**src/rtl/fifo_wr_arbiter.sv**
```systemverilog
// -----------------------------------------------------------------------------
// fifo_wr_arbiter
//
// Shares the single write port of a gray-pointer FIFO between NREQ burst
// requesters with round-robin arbitration. The write-side pointer is kept in
// binary (for the RAM address) and gray (for the read clock domain). The full
// flag is derived from the gray read pointer, which arrives already
// synchronized to clk. A level-sensitive flush drops the grant, clears the
// pointers and holds flushDone high until flush is released.
//
// Parameters
//   ADDRWIDTH  FIFO depth is 2**ADDRWIDTH; pointers are ADDRWIDTH+1 bits (>= 2)
//   NREQ       number of requesters (>= 2)
//   DATAWIDTH  beat width
//
// Ports
//   clk            clock
//   hardReset_n    synchronous active-low reset
//   flush          flush request (level); overrides every other activity
//   flushDone      high for every cycle spent in FLUSH
//   req            per-requester request, held for the whole burst
//   reqLast        marks the final beat of a burst
//   reqData        beat data, requester i owns [i*DATAWIDTH +: DATAWIDTH]
//   grant          registered one-hot burst grant
//   reqAck         combinational per-requester beat accept
//   wrEn           registered RAM write enable
//   wrAddr         registered RAM write address
//   wrData         registered RAM write data
//   wrPtrGray      registered gray write pointer for the read domain
//   rdPtrGraySync  gray read pointer, already synchronized to clk
//   fifoFull       combinational full flag
// -----------------------------------------------------------------------------
module fifo_wr_arbiter #(
  parameter int ADDRWIDTH = 6,
  parameter int NREQ      = 4,
  parameter int DATAWIDTH = 32
) (
  input  logic                      clk,
  input  logic                      hardReset_n,
  input  logic                      flush,
  output logic                      flushDone,
  input  logic [NREQ-1:0]           req,
  input  logic [NREQ-1:0]           reqLast,
  input  logic [NREQ*DATAWIDTH-1:0] reqData,
  output logic [NREQ-1:0]           grant,
  output logic [NREQ-1:0]           reqAck,
  output logic                      wrEn,
  output logic [ADDRWIDTH-1:0]      wrAddr,
  output logic [DATAWIDTH-1:0]      wrData,
  output logic [ADDRWIDTH:0]        wrPtrGray,
  input  logic [ADDRWIDTH:0]        rdPtrGraySync,
  output logic                      fifoFull
);

  localparam int IDXW = (NREQ > 1) ? $clog2(NREQ) : 1;
  localparam int PTRW = ADDRWIDTH + 1;

  typedef enum logic [1:0] {
    IDLE  = 2'd0,
    BURST = 2'd1,
    FLUSH = 2'd2
  } state_t;

  state_t               state;
  state_t               stateNext;
  logic [NREQ-1:0]      grantNext;
  logic [IDXW-1:0]      lastGrant;
  logic [IDXW-1:0]      lastGrantNext;
  logic [PTRW-1:0]      wrPtrBin;
  logic [PTRW-1:0]      ptrInc;
  logic [PTRW-1:0]      ptrIncGray;
  logic [NREQ-1:0]      pickOneHot;
  logic                 pickFound;
  logic [IDXW-1:0]      grantIdx;
  logic [DATAWIDTH-1:0] selData;
  logic                 selLast;
  logic                 beatOk;
  logic                 accept;

  // Full when the write pointer is exactly one lap ahead of the read pointer;
  // in gray code that means the top two bits differ and the rest match.
  assign fifoFull = (wrPtrGray ==
                     {~rdPtrGraySync[ADDRWIDTH:ADDRWIDTH-1],
                      rdPtrGraySync[ADDRWIDTH-2:0]});

  // flush gates the accept so a beat offered in the flush cycle is refused.
  assign beatOk    = (state == BURST) && !fifoFull && !flush;
  assign reqAck    = grant & req & {NREQ{beatOk}};
  assign accept    = |reqAck;
  assign flushDone = (state == FLUSH);

  assign ptrInc     = wrPtrBin + PTRW'(1);
  assign ptrIncGray = ptrInc ^ (ptrInc >> 1);

  // Round-robin pick: first search the indices above lastGrant, then wrap
  // around to the indices at or below it, so the last winner is tried last.
  always_comb begin
    pickOneHot = '0;
    pickFound  = 1'b0;
    for (int i = 0; i < NREQ; i++) begin
      if (!pickFound && req[i] && (i > int'(lastGrant))) begin
        pickOneHot[i] = 1'b1;
        pickFound     = 1'b1;
      end
    end
    for (int i = 0; i < NREQ; i++) begin
      if (!pickFound && req[i] && (i <= int'(lastGrant))) begin
        pickOneHot[i] = 1'b1;
        pickFound     = 1'b1;
      end
    end
  end

  // Decode the one-hot grant into an index plus the granted beat's data and
  // last flag. With no grant everything stays at zero.
  always_comb begin
    grantIdx = '0;
    selData  = '0;
    selLast  = 1'b0;
    for (int i = 0; i < NREQ; i++) begin
      if (grant[i]) begin
        grantIdx = IDXW'(i);
        selData  = reqData[i*DATAWIDTH +: DATAWIDTH];
        selLast  = reqLast[i];
      end
    end
  end

  // Next-state logic. flush wins in every state; the grant is dropped on the
  // same edge that enters FLUSH.
  always_comb begin
    stateNext     = state;
    grantNext     = grant;
    lastGrantNext = lastGrant;
    case (state)
      IDLE: begin
        if (flush) begin
          stateNext = FLUSH;
          grantNext = '0;
        end else if (pickFound) begin
          stateNext = BURST;
          grantNext = pickOneHot;
        end
      end
      BURST: begin
        if (flush) begin
          stateNext = FLUSH;
          grantNext = '0;
        end else if (accept && selLast) begin
          stateNext     = IDLE;
          grantNext     = '0;
          lastGrantNext = grantIdx;
        end
      end
      FLUSH: begin
        grantNext = '0;
        if (!flush) begin
          stateNext = IDLE;
        end
      end
      default: begin
        stateNext = IDLE;
        grantNext = '0;
      end
    endcase
  end

  // State, grant and write datapath registers. The RAM write lands one cycle
  // after the accept, using the pointer value from before the increment.
  always_ff @(posedge clk) begin
    if (!hardReset_n) begin
      state     <= IDLE;
      grant     <= '0;
      lastGrant <= IDXW'(NREQ - 1);
      wrEn      <= 1'b0;
      wrAddr    <= '0;
      wrData    <= '0;
      wrPtrBin  <= '0;
      wrPtrGray <= '0;
    end else begin
      state     <= stateNext;
      grant     <= grantNext;
      lastGrant <= lastGrantNext;
      wrEn      <= accept;
      if (accept) begin
        wrAddr    <= wrPtrBin[ADDRWIDTH-1:0];
        wrData    <= selData;
        wrPtrBin  <= ptrInc;
        wrPtrGray <= ptrIncGray;
      end else if (flush) begin
        wrPtrBin  <= '0;
        wrPtrGray <= '0;
      end
    end
  end

endmodule

```
**config.mk**
```make
export PLATFORM = sky130hd
export DESIGN_NAME = fifo_wr_arbiter
export DESIGN_NICKNAME = d
export VERILOG_FILES = /design/src/rtl/fifo_wr_arbiter.sv
export SDC_FILE = /design/constraint.sdc
export NUM_CORES = 1
export LEC_CHECK = 0
export CAP_MARGIN = 20
export CORE_ASPECT_RATIO = 1.2
export CORE_UTILIZATION = 40
export DETAILED_ROUTE_END_ITERATION = 8
export GPL_ROUTABILITY_DRIVEN = 0
export PLACE_DENSITY = 0.82
export SYNTH_ARGS = -nofsm -noshare
export SYNTH_HDL_FRONTEND = slang
export SYNTH_SLANG_ARGS = --single-unit
```
**constraint.sdc**
```tcl
create_clock -name clk -period 3.3 [get_ports clk]
set_input_delay 0.66 -clock clk [delete_from_list [all_inputs] [get_ports clk]]
set_output_delay 0.66 -clock clk [all_outputs]
set_load 0.01 [all_outputs]
```
==> reports/summary.txt <==
P_leak -> 2.06 nW
Clock transition at path regs -> 0.06 ns
endpoint class of the critical path -> output pin
share of cells above drive strength 1 -> 10.5%
Crit Path Max Fanout -> 4
I/O pin cnt -> 202
H-tree lvl count -> 3
most common cell after layout, fill and taps aside -> clkdlybuf4s50_1
TritonCTS clock tree -> yes
CTS Buffer Depth -> 2
clk_lat worst skew -> 0.33 ns
synth top area cells -> dfxtp_1 34%, a211oi_2 9.5%, nor2_1 8.8%, a221oi_1 8.6%, a22oi_1 6.7%
# setup viols final -> 0
EDFF count, synth -> 0
Synth Area per Inst -> 8.41 um2
Hold Fails Final Rpt -> 0
pwr/cell area -> 281 nW/um2
Core ar. -> 8610 um2
count of cell types in the netlist -> 49
grt met1 use -> 31.0%
vias in the first global route -> 3979
skew final -> 0.00863 ns
final layout net count -> 753
synth-to-layout area growth -> 64.5%
Tot GR Track Use -> 27.9%
drt total wl -> 13100 um
grt peak-use layer -> met2
status -> completed
final non-filler cell total -> 726
Post-synth top flop -> dfxtp_1
fin crit share -> 97.2%
total gr overflow -> 0
Final TNS setup -> 0 ns
vias per cell -> 5.64
Avg WL per Cell -> 18.0 um
relative slew slack -> 50.2%
clk sink count -> 60
Seq cells post-synth -> 60
leading cell types in the layout, fill and taps excluded -> 198 x clkdlybuf4s50_1, 84 x nor2_1, 59 x dfxtp_1
Seq/Total Area, Yosys -> 33.6%
DRT antenna net count -> 0
Final Critical Period -> 3.21 ns
Num CTS Buffers -> 9
crit start category -> primary input
DIE WIDTH -> 88.3 um
Starting Density -> 41.5%
synth warn -> 0
DIE AREA -> 9320 um2
post-synthesis async set-or-reset flop share -> 0%
number of core rows -> 37
DRC violations left -> 0
DR vias -> 4095
WP data arrival -> 2.55 ns
cell taking the most area after synthesis -> dfxtp_1
DP HPWL -> 9670 um
M2 GR Usage -> 47.8%
largest net degree at the start of global routing -> 73
PortBufs -> 201
Crit path required time -> 2.64 ns
IR drop worst, VDD -> 0.240 mV
area fraction of the dominant cell type after synthesis -> 33.6%
number of fill cells -> 691
final max-slew violation count -> 0
grt met3 use -> 9.08%
Pre-antenna DRT Iters -> 5
first-pass GRT wire length -> 20100 um
Min-Delay Path Class -> reg -> reg
Cells after Synth -> 425
Die Ht -> 106 um
Starting DRT DRC Count -> 273
syn_nets -> 572
initial antenna violation count -> 0
fmax -> 312 MHz
post-synthesis cell area -> 3570 um2
Max-Cap Viols -> 0
placed cell count -> 711
ant diodes -> 0
crit path kind -> in -> out
clock root buffer -> clkbuf_8
transition time of the tightest slew-check pin -> 0.741 ns
[cell usage after synthesis, drive strengths merged (3+ instances only)]
master  number
inv          4
o31a         4
a221oi      35
nor2        84
nand3b       7
nand3        7
o21a         3
nor3b        6
a211oi      32
a22oi       32
xnor2        6
o22ai        3
clkbuf      31
nor2b        3
dfxtp       60
nor3         7
mux2i        6
xor2         9
and3         5
a21oi       12
a31oi        6
o21ai        8
buf         14
nand2       17
[state kept, by name (all words and copies together), names as in the netlist]
signal     cells
lastGrant      2
wrData        32
wrEn           1
wrPtrBin       6
state          2
wrAddr         6
grant          4
wrPtrGray      7
[stage by stage]
stage / hold slack [ns] / setup WS, ns / power [W] / instance area [um2] / util, %
6_report: 0.503 / 0.0939 / 0.00165 / 5880 / 68.3
3_5_place_dp: 0.488 / 0.0156 / 0.00101 / 5650 / 65.6
5_1_grt: 0.518 / -0.0276 / 0.00172 / 5880 / 68.3
3_3_place_gp: 0.470 / 0.0694 / 0.00101 / 5650 / 65.6
4_1_cts: 0.505 / 0.0136 / 0.00167 / 5840 / 67.8
2_1_floorplan: 0.454 / 0.999 / 0.000808 / 3570 / -
[area by class of cell]
type                            instances  area [um2]  share of cell area, %
Multi-Input combinational cell        316        2170                   37.0
Timing Repair Buffer                  215        2150                   36.6
Sequential cell                        60        1200                   20.5
Clock buffer                           12         155                   2.64
Tap cell                              117         146                   2.49
Clock inverter                          2        35.0                  0.596
Inverter                                4        15.0                  0.255
[worst paths after layout]
| kind | startpoint | to | slack (ns) | cells past startpoint |
|---|---|---|---|---|
| setup / recovery | rdPtrGraySync[2] | reqAck[2] | 0.09 | 8 |
| hold / removal | wrAddr[2]$_SDFFE_PN0P_ | wrAddr[2]$_SDFFE_PN0P_ | 0.50 | 2 |
| setup reg to reg | state[0]$_SDFFE_PN0P_ | wrData[2]$_SDFFE_PN0P_ | 1.14 | 6 |
| hold reg to reg | wrAddr[2]$_SDFFE_PN0P_ | wrAddr[2]$_SDFFE_PN0P_ | 0.50 | 2 |
[kinds of logic after synthesis]
group           share of synthesized area [%]
fa+ha+maj                               0.350
xor+xnor                                 3.68
mux                                      1.68
simple gates                             18.8
compound gates                           35.2
buf+inv                                  6.65
flops                                    33.6
[timing repair]
item                       4_1_cts  5_1_grt
hold buffers                     0        0
resized for setup                0        6
setup endpoints to repair        0        4
hold endpoints to repair         0        0
setup buffers                    0        1
[worst max-delay path, cell delays in order]
cell and delay [ns]:
clkdlybuf4s50_1 0.52, xor2_2 0.17, nor4_2 0.05, buf_4 0.15
and2_1 0.16, nand2b_1 0.19, nor2_1 0.12, clkdlybuf4s50_1 0.54
[power breakdown]
part	leakage (nW)	switching [W]	internal, W
registers	0.484	0.00000363	0.000728
logic	1.47	0.0000870	0.000181
clock network	0.0983	0.000273	0.000381
total	2.06	0.000364	0.00129
[metal layers]
layer	vias up	share of wire (%)
met2	185	49
met5	-	0
met1	1930	38
li1	1954	-
met3	26	10
met4	0	2.7
Power figures use the tool's default switching activity.
